--- config.mk ---
export PLATFORM = sky130hd
export DESIGN_NAME = hex_scan
export DESIGN_NICKNAME = d
export VERILOG_FILES = /design/src/rtl/hex_scan_pkg.sv /design/src/rtl/hex_scan_timer.sv /design/src/rtl/hex_scan.sv
export SDC_FILE = /design/constraint.sdc
export NUM_CORES = 1
export LEC_CHECK = 0
export CELL_PAD_IN_SITES_DETAIL_PLACEMENT = 1
export CELL_PAD_IN_SITES_GLOBAL_PLACEMENT = 1
export CORE_ASPECT_RATIO = 1.4
export CORE_MARGIN = 2
export CORE_UTILIZATION = 40
export CTS_CLUSTER_DIAMETER = 80
export CTS_CLUSTER_SIZE = 30
export DETAILED_ROUTE_END_ITERATION = 8
export GPL_ROUTABILITY_DRIVEN = 1
export GPL_TIMING_DRIVEN = 1
export MAX_ROUTING_LAYER = met4
export PLACE_DENSITY_LB_ADDON = 0.1
export REMOVE_ABC_BUFFERS = 1
export SLEW_MARGIN = 20
export SYNTH_ARGS = -nofsm -noshare
export SYNTH_HDL_FRONTEND = slang
export SYNTH_SLANG_ARGS = --single-unit
--- constraint.sdc ---
create_clock -name clk_i -period 4.4 [get_ports clk_i]
set_input_delay 1.1 -clock clk_i [delete_from_list [all_inputs] [get_ports clk_i]]
set_output_delay 1.1 -clock clk_i [all_outputs]
set_load 0.01 [all_outputs]
--- src/rtl/hex_scan_pkg.sv ---
// hex_scan_pkg: shared types and limits for the seven-segment scanner.
//   NDIG_MAX    : largest supported digit count
//   digit_idx_t : digit index (0..NDIG_MAX-1)
//   nibble_t    : one hex digit routed to the segment decoder
package hex_scan_pkg;

  localparam int unsigned NDIG_MAX = 8;

  typedef logic [2:0] digit_idx_t;
  typedef logic [3:0] nibble_t;

endpackage

--- src/rtl/hex_scan_timer.sv ---
// hex_scan_timer: slot counter (cnt) and digit index (idx) for the scanner.
// Ports:
//   clk_i       : clock, rising edge
//   rst_i       : synchronous active-high reset
//   show_o      : next cycle lies in the SHOW phase of its slot
//   idx_o       : digit index the next cycle belongs to
//   frame_end_o : registered; high on the last cycle of a frame
// show_o/idx_o look one cycle ahead so the top level can register its outputs
// and still have them line up with the counter state.
module hex_scan_timer
  import hex_scan_pkg::*;
#(
  parameter int unsigned NDIG  = 8,
  parameter int unsigned DWELL = 50000,
  parameter int unsigned BLANK = 16
) (
  input  logic       clk_i,
  input  logic       rst_i,
  output logic       show_o,
  output digit_idx_t idx_o,
  output logic       frame_end_o
);

  localparam int unsigned CntW = $clog2(DWELL);

  logic [CntW-1:0] cnt_q, cnt_d;
  digit_idx_t      idx_q, idx_d;
  logic            frame_q, frame_d;

  always_comb begin
    cnt_d = cnt_q + CntW'(1);
    idx_d = idx_q;
    if (cnt_q == CntW'(DWELL - 1)) begin
      cnt_d = '0;
      idx_d = (idx_q == digit_idx_t'(NDIG - 1)) ? digit_idx_t'(0) : idx_q + digit_idx_t'(1);
    end
    frame_d = (cnt_d == CntW'(DWELL - 1)) && (idx_d == digit_idx_t'(NDIG - 1));
  end

  always_ff @(posedge clk_i) begin
    if (rst_i) begin
      cnt_q   <= '0;
      idx_q   <= '0;
      frame_q <= 1'b0;
    end else begin
      cnt_q   <= cnt_d;
      idx_q   <= idx_d;
      frame_q <= frame_d;
    end
  end

  assign show_o      = (cnt_d >= CntW'(BLANK));
  assign idx_o       = idx_d;
  assign frame_end_o = frame_q;

endmodule

--- src/rtl/hex_scan.sv ---
// hex_scan: time-multiplexed scanner for common-anode seven-segment digits.
// Holds an active display word plus a one-deep shadow for pending loads;
// shadow is promoted only at frame boundaries so a frame never tears.
// Ports:
//   clk_i        : clock, rising edge
//   rst_i        : synchronous active-high reset
//   load_valid_i : load_data_i is valid
//   load_data_i  : display word, nibble k is digit k (digit 0 rightmost)
//   load_ready_o : shadow register is free
//   dig_o        : nibble for the current digit (to the hex decoder)
//   an_o         : one-hot digit enable, active-high
//   frame_o      : one-cycle pulse on the last cycle of each frame
// Build option: define HEX_SCAN_LZB_EN for leading-zero blanking.
module hex_scan
  import hex_scan_pkg::*;
#(
  parameter int unsigned NDIG  = 8,
  parameter int unsigned DWELL = 50000,
  parameter int unsigned BLANK = 16
) (
  input  logic              clk_i,
  input  logic              rst_i,
  input  logic              load_valid_i,
  input  logic [4*NDIG-1:0] load_data_i,
  output logic              load_ready_o,
  output logic [3:0]        dig_o,
  output logic [NDIG-1:0]   an_o,
  output logic              frame_o
);

  logic       show_nxt;
  digit_idx_t idx_nxt;
  logic       frame_end;

  hex_scan_timer #(
    .NDIG  (NDIG),
    .DWELL (DWELL),
    .BLANK (BLANK)
  ) u_timer (
    .clk_i       (clk_i),
    .rst_i       (rst_i),
    .show_o      (show_nxt),
    .idx_o       (idx_nxt),
    .frame_end_o (frame_end)
  );

  logic [4*NDIG-1:0] active_q, active_d;
  logic [4*NDIG-1:0] shadow_q, shadow_d;
  logic              ready_q, ready_d;  // ready == ~pending
  nibble_t           dig_q, dig_d;
  logic [NDIG-1:0]   an_q, an_d;
  logic [NDIG-1:0]   mask_nxt;

  // Transfer and promotion are mutually exclusive: transfer needs ready=1,
  // promotion needs ready=0. A load on the boundary cycle waits a frame.
  always_comb begin
    active_d = active_q;
    shadow_d = shadow_q;
    ready_d  = ready_q;
    if (load_valid_i && ready_q) begin
      shadow_d = load_data_i;
      ready_d  = 1'b0;
    end
    if (frame_end && !ready_q) begin
      active_d = shadow_q;
      ready_d  = 1'b1;
    end
    dig_d = active_d[int'(idx_nxt)*4 +: 4];
  end

`ifdef HEX_SCAN_LZB_EN
  logic [NDIG-1:0] mask_q, mask_d;

  // Mask every digit above the highest nonzero nibble; digit 0 always shows.
  always_comb begin
    logic seen;
    seen   = 1'b0;
    mask_d = mask_q;
    if (frame_end) begin
      mask_d = '0;
      for (int k = int'(NDIG) - 1; k >= 1; k--) begin
        if (active_d[k*4 +: 4] != 4'h0) seen = 1'b1;
        mask_d[k] = ~seen;
      end
    end
  end

  always_ff @(posedge clk_i) begin
    if (rst_i) mask_q <= '0;
    else       mask_q <= mask_d;
  end

  assign mask_nxt = mask_d;
`else
  assign mask_nxt = '0;
`endif

  always_comb begin
    an_d = '0;
    for (int k = 0; k < int'(NDIG); k++) begin
      an_d[k] = show_nxt && (idx_nxt == digit_idx_t'(k)) && !mask_nxt[k];
    end
  end

  always_ff @(posedge clk_i) begin
    if (rst_i) begin
      active_q <= '0;
      shadow_q <= '0;
      ready_q  <= 1'b1;
      dig_q    <= '0;
      an_q     <= '0;
    end else begin
      active_q <= active_d;
      shadow_q <= shadow_d;
      ready_q  <= ready_d;
      dig_q    <= dig_d;
      an_q     <= an_d;
    end
  end

  assign load_ready_o = ready_q;
  assign dig_o        = dig_q;
  assign an_o         = an_q;
  assign frame_o      = frame_end;

endmodule

# [After elaboration in Yosys (flattened, before gate mapping)]
# Cells that the tools add are included.
[op_classes] n_mux=4 n_reduce_logical=14 n_shift=1 n_eq_ne=10 order_cmp=1 n_addsub=2
[op_table] op="16-bit == test (second input constant)" count=2
[op_table] op="32-bit 2-to-1 mux" count=1
[op_table] op="32-bit by 6-bit variable part select with 4-bit output" count=1
[op_table] op="16-bit by 1-bit adder with 16-bit output (second input constant)" count=1
[op_table] op="16-bit by 5-bit >= comparator with 1-bit output (second input constant)" count=1
[op_table] op="16-bit 2-to-1 mux" count=1
[op_table] op="3-bit == test (second input constant)" count=5
[op_table] op="1-bit logical AND" count=11
[op_table] op="3-bit by 2-bit == test with 1-bit output (second input constant)" count=2
[op_table] op="3-bit 2-to-1 mux" count=2
[op_table] op="3-bit by 1-bit adder with 3-bit output (second input constant)" count=1
[op_table] op="3-bit by 1-bit == test with 1-bit output (second input constant)" count=1
[op_table] op="3-bit zero test" count=1
[op_table] op="2-bit OR reduction" count=1
[op_table] op="1-bit zero test" count=1
[word_totals] out_inout_bits=14 elab_cells=40 reg_bits=97 inputBits=35

# [Depth between registers and ports, before layout]
[depth] depth_word=5 depth_mapped=10 depth_no_buf=8

# [Modules after synthesis]
# From an unflattened synthesis, not the netlist that was laid out.
[unflattened] cells_unflattened=423 hier_area_um2=4012.6
[modules_own_cells] module="hex_scan" n_inst=1 seq_area_each_um2=1541.5 cells_each=291 area_per_inst_um2=2841.5
[modules_own_cells] module="hex_scan_timer" n_inst=1 seq_area_each_um2=400.4 cells_each=132 area_per_inst_um2=1171.1

# [Worst setup path after synthesis]
# OpenSTA, ideal clock, no wires.
[synth_timing] kind="register to register" from="reg u_timer.cnt_q[0]" to="reg an_q[5] (netlist: an_o[5])" path_stages_with_launch=9 arrival_time_ps=2149 period_less_slack_ps=2280 t_required_ps=4269 path_buffers=1 path_slack_ps=2120 setup_time_ps=131 cell_sequence="dfxtp_1 > ha_1 > and3_1 > buf_4 > nand4_2 > or4_4 > a211oi_1 > a21boi_2 > nor3b_1"
[synth_between] elab_chain_cells=4 elab_cells_between_ends=7 classes_between="1 x add/sub; 1 x order compare; 2 x eq/ne; 2 x mux; 1 x reduce/logical"
[synth_lines] element="from (decl)" line="hex_scan_timer.sv:26" text="logic [CntW-1:0] cnt_q, cnt_d;"
[synth_lines] element="from (signal assigned)" line="hex_scan_timer.sv:46" text="cnt_q <= cnt_d;"
[synth_lines] element="16-bit by 1-bit adder with 16-bit output / 16-bit == test (equally long branches)" line="hex_scan_timer.sv:31, hex_scan_timer.sv:33"
[synth_lines] element="16-bit 2-to-1 mux / 3-bit 2-to-1 mux (equally long branches)" line="hex_scan_timer.sv:33" text="if (cnt_q == CntW'(DWELL - 1)) begin"
[synth_lines] element="16-bit by 5-bit >= comparator with 1-bit output / 3-bit == test (equally long branches)" line="hex_scan_timer.sv:52, hex_scan.sv:101"
[synth_lines] element="1-bit logical AND *" line="hex_scan.sv:101" text="an_d[k] = show_nxt && (idx_nxt == digit_idx_t'(k)) && !mask_nxt[k];"
[synth_lines] element="to (signal assigned)" line="hex_scan.sv:117" text="an_q <= an_d;"
[synth_lines] element="to (decl)" line="hex_scan.sv:51" text="logic [NDIG-1:0] an_q, an_d;"
# Mark *: on every way between the ends. The rest lies on a longest branch, timed or not.
# A chain may end at the register's enable or synchronous reset.

# [Worst setup path in the final report]
[layout_timing] from="reg u_timer.cnt_q[0]" to="reg dig_q[0] (netlist: dig_o[0])"
[layout_between] elab_chain_cells=3
[layout_lines] element="16-bit == test" line="hex_scan_timer.sv:33"
[layout_lines] element="3-bit 2-to-1 mux" line="hex_scan_timer.sv:33"
[layout_lines] element="32-bit by 6-bit variable part select with 4-bit output" line="hex_scan.sv:68" text="dig_d = active_d[int'(idx_nxt)*4 +: 4];"
[layout_lines] element="to (signal assigned)" line="hex_scan.sv:116" text="dig_q <= dig_d;"
[layout_lines] element="to (decl)" line="hex_scan.sv:50" text="nibble_t dig_q, dig_d;"
# No other way between the ends.

==> results.json <==
{
  "period_share": 0.6688,
  "antenna_cells": 0,
  "cp_data_arrival_time_ps": 3200,
  "synth-seq-area-share": 0.4672,
  "status": "complete, no violations",
  "cts_hold_buf": 0,
  "clk_latency_ps": 340,
  "coreArea_um2": 10240,
  "pin_count": 49,
  "yosys.cell_types.count": 50,
  "setup_violations": 0,
  "max_freq_mhz": 339.8,
  "cp-start-kind": "flop",
  "cp-end-kind": "flop",
  "design_area_um2": 4971,
  "row_count": 44,
  "grt_pass1_wl_mm": 16.60,
  "syn_inst": 464,
  "drive_above_1_share": 0.07570,
  "syn2layout_area_growth_pct": 19.60,
  "maxSlewViolCount": 0,
  "synth-edff-count": 0,
  "die_h_um": 124.6,
  "crit_path_top_delay_cell": "mux2i_2",
  "maxSlewHeadroom": 0.5364,
  "clockRootBuffer": "clkbuf_16",
  "cts_tree": "built",
  "crit_family": "simple AND/OR/NAND/NOR gates",
  "wl_met2_mm": 5.262,
  "firstDrtPassIters": 6,
  "power_mw": 1.748,
  "drt-total-wl_mm": 9.797,
  "ys.flop_type": "dfxtp_1",
  "detailed_place_hpwl_mm": 6.880,
  "port_buffers": 48,
  "hold_viol": 0,
  "fin_crit_ps": 2943,
  "cts_buffer_depth": 2,
  "nets": 536,
  "fin_util": 0.4855,
  "post_cts_resized": 0,
  "worstPathRequired_ps": 4660,
  "grt_max_degree": 67,
  "antenna_found_initial": 0,
  "vias": 3303,
  "slowest_delay_ps": 520,
  "path_clk_slew_ps": 70,
  "place_area_um2": 4686,
  "grt_pass1_vias": 3377,
  "worst_pin_slew_ps": 695.4,
  "cp_num_buf_inv": 1,
  "path_cells": "ha_1, and4_2, and4_1, mux2i_2, buf_4, nor3_1, a2111oi_2, a21oi_1, o21ai_1",
  "vias_per_cell": 5.161,
  "cts_setup_buffers": 0,
  "crit_path_max_fanout": 11,
  "met1Wirelength_mm": 4.167,
  "drc_errors": 0,
  "holdWs_ps": 456.4,
  "drt-initial-drc-count": 96,
  "path_class": "flop to flop",
  "die_w_um": 90.15,
  "met3_length_um": 199,
  "grt_use_total": 0.1870,
  "power_leakage_nw": 2.112,
  "wire_per_inst_um": 15.31,
  "start_util": 0.4059,
  "finalClockSkew_ps": 9.066,
  "cap_violations": 0,
  "avgSynthCellArea_um2": 8.958,
  "die_area_um2": 11230,
  "cts.sinks": 97,
  "numCtsBuffers": 9,
  "ys_ff_latch": 97,
  "syn_area_um2": 4156,
  "final_antenna_net_count": 0,
  "peakVddDrop_mv": 0.1887,
  "htree_levels": 3,
  "setup_tns_ps": 0,
  "overflow": 0,
  "rsz0062_at_grt": "no",
  "fillers": 1213,
  "synthArstFlopShare": 0,
  "powerDensity_nw_per_um2": 351.5,
  "highest_layer": "met4",
  "hold_path.class": "flop to flop",
  "place.gp.congestion": 0.8548,
  "yosysWarnings": 0
}
## where the power goes
part / switching, mW / internal, mW
Sequential: 0.0147 / 0.899
Clock: 0.338 / 0.401
Combinational: 0.0491 / 0.0458
Total: 0.402 / 1.35
## per-stage QoR
stage	instances	worst slack (ps)
global route	640	1157
floorplan	434	1441
finish	640	1457
detailed placement	624	1460
CTS	640	1420
global placement	624	1556
## kinds of logic after synthesis
family,Yosys count,share of synthesized area
buf+inv,32,0.03883
mux,49,0.1219
simple gates,200,0.2306
fa+ha+maj,4,0.01204
xor+xnor,17,0.03582
compound gates,65,0.09362
flops,97,0.4672
## routing by layer
metal | up-vias | global-route usage
met3 | 9 | 0.03206
met2 | 35 | 0.3392
li1 | 1646 | -
met5 | - | -
met1 | 1613 | 0.2076
met4 | 0 | 0.05882
## synthesized netlist by cell type (2+ instances only)
cell type,count,area [µm²]
inv_1,2,7.510
a211o_1,2,17.52
buf_6,3,33.78
dfxtp_1,97,1942
or3_1,4,25.02
a21oi_2,2,17.52
ha_1,4,50.05
and4_1,2,17.52
buf_4,2,15.01
nor3b_2,2,25.02
nor4_1,2,12.51
buf_1,7,26.28
clkbuf_1,9,33.78
nand3b_1,3,22.52
and4_2,2,20.02
nor3b_1,3,22.52
nor3_1,5,25.02
a21oi_1,43,215.2
buf_2,9,45.04
and3_1,4,25.02
a22oi_1,5,37.54
and2_1,4,25.02
nand3_1,11,55.05
nand2b_1,5,31.28
mux2i_1,47,470.5
nor2b_1,3,18.77
xor2_1,7,61.31
nor2_1,58,217.7
nand2_1,81,304.0
o21ai_0,3,15.01
nand4_1,4,25.02
xnor2_1,10,87.58
nand4_2,2,25.02
## state kept, by name, indices dropped and copies added, names as in the netlist
| signal | cells |
|---|---|
| u_timer.frame_end_o | 1 |
| u_timer.idx_q | 3 |
| dig_o | 4 |
| an_o | 8 |
| u_timer.cnt_q | 16 |
| load_ready_o | 1 |
| shadow_q | 32 |
| active_q | 32 |
## final cells by class
| class | instances | area [µm²] | area share |
|---|---|---|---|
| Clock buffer | 10 | 239.0 | 0.04807 |
| Clock inverter | 6 | 41.29 | 0.008306 |
| Inverter | 2 | 7.507 | 0.001510 |
| Multi-Input combinational cell | 335 | 2063 | 0.4151 |
| Sequential cell | 97 | 1942 | 0.3906 |
| Tap cell | 138 | 172.7 | 0.03473 |
| Timing Repair Buffer | 52 | 505.5 | 0.1017 |
## worst register-to-register path: cells and delay by family (launching register included)
family          cells  cell delay, ps
compound gates      3             590
fa+ha+maj           1             300
buf+inv             1             300
flops               1             400
mux                 1             520
simple gates        3             750
## cells in the final DEF, fill, tap and decap left out, drive strengths merged, types with 2 or more instances in the layout
| master | n |
|---|---|
| clkbuf | 10 |
| or3 | 4 |
| ha | 4 |
| and3 | 4 |
| inv | 4 |
| nor2b | 3 |
| mux2i | 49 |
| nand3b | 3 |
| xnor2 | 10 |
| buf | 5 |
| nand4 | 6 |
| a21oi | 45 |
| and2 | 4 |
| dfxtp | 97 |
| and4 | 4 |
| nor4 | 2 |
| nand2 | 81 |
| a22oi | 5 |
| nand2b | 5 |
| a211o | 2 |
| nor3b | 5 |
| nor2 | 58 |
| clkdlybuf4s50 | 47 |
| and4bb | 2 |
| nor3 | 6 |
| nand3 | 11 |
| xor2 | 7 |
| clkinv | 4 |
| o21ai | 4 |
## final timing paths
path / startpoint / to / slack (ps) / cells past startpoint
worst max register to register: u_timer.cnt_q[0] / dig_o[0] / 1460 / 9
worst min-delay path: shadow_q[21] / shadow_q[21] / 460 / 2
worst max-delay path: u_timer.cnt_q[0] / dig_o[0] / 1460 / 9
worst min register to register: shadow_q[21] / shadow_q[21] / 460 / 2
No activity file was read; power rests on OpenSTA's default activity.
==> variant 1: new RTL, same flow settings <==
`NDIG` is set to 8 in 2 places; all go to 4.
--- a/src/rtl/hex_scan_timer.sv
+++ b/src/rtl/hex_scan_timer.sv
@@ -11,5 +11,5 @@
   import hex_scan_pkg::*;
 #(
-  parameter int unsigned NDIG  = 8,
+  parameter int unsigned NDIG  = 4,
   parameter int unsigned DWELL = 50000,
   parameter int unsigned BLANK = 16
--- a/src/rtl/hex_scan.sv
+++ b/src/rtl/hex_scan.sv
@@ -15,5 +15,5 @@
   import hex_scan_pkg::*;
 #(
-  parameter int unsigned NDIG  = 8,
+  parameter int unsigned NDIG  = 4,
   parameter int unsigned DWELL = 50000,
   parameter int unsigned BLANK = 16
Interface: changed (resized an_o and load_data_i); port bits go from 49 to 29. The function was not compared with the original's and may differ.
==> variant 1 against the unedited design <==
- hold slack improved by 0.0017 ns
- sequential cell count is 36 lower
- worst setup slack got worse by 0.11 ns
- total power shrank 38%
- synthesized area fell by 28%
- via count is 23% lower
- fmax shrank 3.5%
- cell area fell by 31%
- routed wire length fell by 24%
- non-clock buffer count down 21
- largest cell class unchanged
==> variant 1: results (changes against the unedited design) <==
- Status: finished, final reports clean (unchanged)
- Rows: 37 (was 44)
- Post-synthesis sequential area ratio: 41.0% (was 46.7%)
- I/O Buffers: 28 (was 48)
- Top post-synthesis cells by area: dfxtp_1 (41%), nand2_1 (10%), a21oi_1 (7.9%) (was dfxtp_1 (47%), mux2i_1 (11%), nand2_1 (7.3%))
- Initial antenna violation count: 0 (unchanged)
- WL met3: 195 um (was 199 um)
- GRT Util Overall: 20.1% (was 18.7%)
- Critical Path Fanout Max: 12 (was 11)
- Max VDD drop: 0.220 mV (was 0.189 mV)
- Synth Register Bits: 61 (was 97)
- Grt met2 use: 35.3% (was 33.9%)
- Hold Crit Start: active_q[13] (was shadow_q[21])
- Non-CTS inverters: 4 (was 2)
- Leak pwr: 1.31 nW (was 2.11 nW)
- Clock Skew: 0.00611 ns (was 0.00907 ns)
- Fillcell total: 904 (was 1,213)
- Min-delay worst type: reg2reg (unchanged)
- Final clock-cell share: 5.17% (was 5.64%)
- Final instance area: 3440 um^2 (was 4970 um^2)
- Final nets: 399 (was 536)
- Critical Path AT: 3.28 ns (was 3.20 ns)
- Met2 wire length: 3930 um (was 5260 um)
- Crit path from: u_timer.cnt_q[7] (was u_timer.cnt_q[0])
- M3 GR Usage: 4.50% (was 3.21%)
- Layout cells sized above 1: 7.59% (was 7.57%)
- Post-DP HPWL: 5310 um (was 6880 um)
- NetSw: 0.262 mW (was 0.402 mW)
- Place WS: 1.32 ns (was 1.46 ns)
- Clock buffer cells: 12 (was 10)
- Avg Inst Size Synth: 8.16 um^2 (was 8.96 um^2)
- Total Wirelength: 7410 um (was 9800 um)
- Signal buffers: 31 (was 52)
- GR Util met1: 22.0% (was 20.8%)
- M1 WL: 3140 um (was 4170 um)
- Multi-input gate count: 270 (was 335)
- Internal: 0.824 mW (was 1.35 mW)
- Cell variety after synth: 49 (was 50)
- Worst slew margin: 39.7% (was 53.6%)
- CTS root buf: clkbuf_8 (was clkbuf_16)
- Storage cell area: 1220 um^2 (was 1940 um^2)
- Fraction of area in multi-input gates: 46.5% (was 41.5%)
- Vias per Instance: 5.30 (was 5.16)
- Largest registers: active_q x16, shadow_q x16, u_timer.cnt_q x16 (was active_q x32, shadow_q x32, u_timer.cnt_q x16)
- Cell Area, Placed: 3260 um^2 (was 4690 um^2)
- Drt pass-1 iters: 4 (was 6)
- Placed Cells: 463 (was 624)
- Vias after detailed routing: 2,539 (was 3,303)
- Non-clk buf share: 8.81% (was 10.2%)
- First-pass GRT wire length: 12,600 um (was 16,600 um)
==> variant 1: cell types whose count changed after synthesis, sizes merged, moves of 3 or more <==
| cell | delta |
|---|---|
| dfxtp | -36 |
| a22o | +3 |
| buf | -12 |
| nor2 | -34 |
| a22oi | -5 |
| or2 | +4 |
| mux2i | -29 |
| or4b | +3 |
| a21o | +3 |
| clkbuf | +12 |
==> variant 1: path summary, 6_finish.rpt <==
kind,to,slack (ns),cells after the start
setup / recovery,dig_o[2],1.35,7
hold / removal,active_q[13],0.46,2
setup reg to reg,dig_o[2],1.35,7
hold reg to reg,active_q[13],0.46,2
==> variant 1: cell families (layout without fill, tap and decap cells) <==
group                    Yosys count  in the layout  synth area share, %
AO/OA/AOI/OAI                     69             69                 13.7
adder cells (fa/ha/maj)            3              3                 1.26
flip-flops                        61             61                 41.0
AND/OR/NAND/NOR                  164            164                 27.7
multiplexers                      20             20                 6.72
buffers and inverters             34             51                 5.46
XOR/XNOR                          14             14                 4.12
==> variant 2: new RTL, config.mk and constraints unchanged <==
Without the edit above. The output `an_o` loses its register stage (`an_q` becomes a continuous assignment).
--- a/src/rtl/hex_scan.sv
+++ b/src/rtl/hex_scan.sv
@@ -109,5 +109,4 @@
       ready_q  <= 1'b1;
       dig_q    <= '0;
-      an_q     <= '0;
     end else begin
       active_q <= active_d;
@@ -115,7 +114,8 @@
       ready_q  <= ready_d;
       dig_q    <= dig_d;
-      an_q     <= an_d;
     end
   end
+
+  assign an_q = an_d;
 
   assign load_ready_o = ready_q;
Behaviour: no difference found for any inputs over 10 cycles, from zero or initial values and one cycle with rst_i high; that may be too few to reach the edited logic, so the function may still have changed.
==> variant 2 against the unedited design <==
- worst setup slack got worse by 1.2 ns
- non-clock buffer count did not move
- synthesized area down 2.8%
- count of clock-buffer cells in the layout unchanged
- final cell count decreased by 3.9%
- sequential power down 8.0%
- combinational power shrank 2.4%
- routed wire length decreased by 1.4%
- sequential cell count is 8 lower
- cell area down 2.8%
- total power fell by 2.5%
- global-route usage up 0.85 points
- register-to-register slack improved by 0.31 ns
- synthesized cell count is 4.7% lower
==> variant 2: results (changes against the unedited design) <==
- First-pass GRT wire length: 15,800 um (was 16,600 um)
- CTS root buf: clkbuf_16 (unchanged)
- Min-delay worst type: reg2reg (unchanged)
- Max VDD drop: 0.201 mV (was 0.189 mV)
- Leak pwr: 2.05 nW (was 2.11 nW)
- Cell variety after synth: 49 (was 50)
- Clock Skew: 0.00638 ns (was 0.00907 ns)
- Vias per Instance: 5.18 (was 5.16)
- Number of global-route vias before repair: 3,253 (was 3,377)
- Avg Inst Size Synth: 9.14 um^2 (was 8.96 um^2)
- Worst-Skew Late Latency: 0.33 ns
- Total Wirelength: 9660 um (was 9800 um)
- CP max stage cell: clkdlybuf4s50_1 (was mux2i_2)
- Layout cells sized above 1: 8.33% (was 7.57%)
- Crit-path max cell delay: 0.60 ns (was 0.52 ns)
- I/O Buffers: 48 (unchanged)
- Warnings from Yosys: 0 (unchanged)
- Post-synth ARST share: 0% (unchanged)
- Status: finished, final reports clean (unchanged)
- Final nets: 514 (was 536)
- Drt pass-1 iters: 4 (was 6)
- Num CTS Buffers: 9 (unchanged)
- GRT Util Overall: 19.6% (was 18.7%)
- Slew @ Worst Pin: 0.742 ns (was 0.695 ns)
- H-tree Lvls: 3 (unchanged)
- Iteration-0 DRC count of the detailed router: 82 (was 96)
- Critical Path AT: 3.00 ns (was 3.20 ns)
- Top post-synthesis cells by area: dfxtp_1 (44%), mux2i_1 (12%), nand2_1 (6.6%) (was dfxtp_1 (47%), mux2i_1 (11%), nand2_1 (7.3%))
- Post-synthesis sequential area ratio: 44.1% (was 46.7%)
- Place WS: 0.662 ns (was 1.46 ns)
- Synth cell count leaders: dfxtp_1 (89), nand2_1 (71), nor2_1 (59) (was dfxtp_1 (97), nand2_1 (81), nor2_1 (58))
- Critical Path Fanout Max: 8 (was 11)
- Post-CTS Setup Inserts: 0 (unchanged)
- Final Wtd Congestion: 0.826 (was 0.855)
- Post-DP HPWL: 6930 um (was 6880 um)
- Largest net degree at the start of global routing: 71 (was 67)
- NetSw: 0.375 mW (was 0.402 mW)
-- variant 2: changes by cell type in the layout (fill, tap and decap cells not counted), sizes merged, moves of 6 or more --
cell   delta
nand3     -7
nand2    -10
dfxtp     -8
a21oi    -11
nor3      +6
-- variant 2: cells by family after synthesis --
logic type / after synthesis / share of synthesized area [%]
AND/OR/NAND/NOR: 188 / 23.1
flip-flops: 89 / 44.1
AO/OA/AOI/OAI: 57 / 8.71
multiplexers: 52 / 13.6
buffers and inverters: 33 / 5.05
XOR/XNOR: 19 / 4.12
adder cells (fa/ha/maj): 4 / 1.24
-- variant 2: metrics by stage --
step | cell area [um^2] | util [%] | power (mW) | instances | hold WS (ns)
global placement | 4520 | 45.9 | 0.949 | 599 | 0.444
CTS | 4830 | 49.1 | 1.73 | 615 | 0.457
floorplan | 3850 | - | 0.892 | 412 | 0.430
global route | 4830 | 49.1 | 1.77 | 615 | 0.474
finish | 4830 | 49.1 | 1.70 | 615 | 0.454
detailed placement | 4530 | 46.0 | 0.954 | 599 | 0.448
-- variant 2: critical path: cells and delay by family, from the launching register on --
family / cells / cell delay, ns
adders and majority gates: 1 / 0.24
and+or+nand+nor: 4 / 1.03
AOI/OAI and AO/OA: 1 / 0.30
DFF: 1 / 0.38
buffers and inverters: 2 / 0.71
-- variant 2: area by class of cell --
| cell class | count | area [um^2] |
|---|---|---|
| inverters | 3 | 11.3 |
| clock buffers | 10 | 239 |
| multi-input cells | 320 | 2060 |
| well taps | 135 | 169 |
| fillers | 1153 | 5020 |
| repair buffers | 52 | 505 |
| clock inverters | 6 | 65.1 |
| flip-flops and latches | 89 | 1780 |
-- variant 2: worst paths after layout --
| kind | depth (start not counted) | slack [ns] | endpoint | startpoint |
|---|---|---|---|---|
| min | 2 | 0.45 | shadow_q[0] | shadow_q[0] |
| min reg2reg | 2 | 0.45 | shadow_q[0] | shadow_q[0] |
| max | 8 | 0.30 | an_o[3] | u_timer.cnt_q[0] |
| max reg2reg | 7 | 1.77 | dig_o[3] | u_timer.cnt_q[0] |
-- variant 2: routing by layer --
metal,up-vias,wire length (um),track usage [%]
li1,1583,-,-
met5,-,0,-
met1,1533,4060,21.7
met2,56,5120,33.8
met4,0,214,7.58
met3,14,271,4.27
-- variant 2: power by group through the flow --
stage / logic [mW] / clock network, mW / registers, mW
after floorplan: 0.0376 / 0 / 0.854
after global placement: 0.0922 / 0 / 0.857
after detailed placement: 0.0952 / 0 / 0.858
after CTS: 0.0950 / 0.799 / 0.840
after global routing: 0.105 / 0.827 / 0.842
final: 0.0927 / 0.771 / 0.840
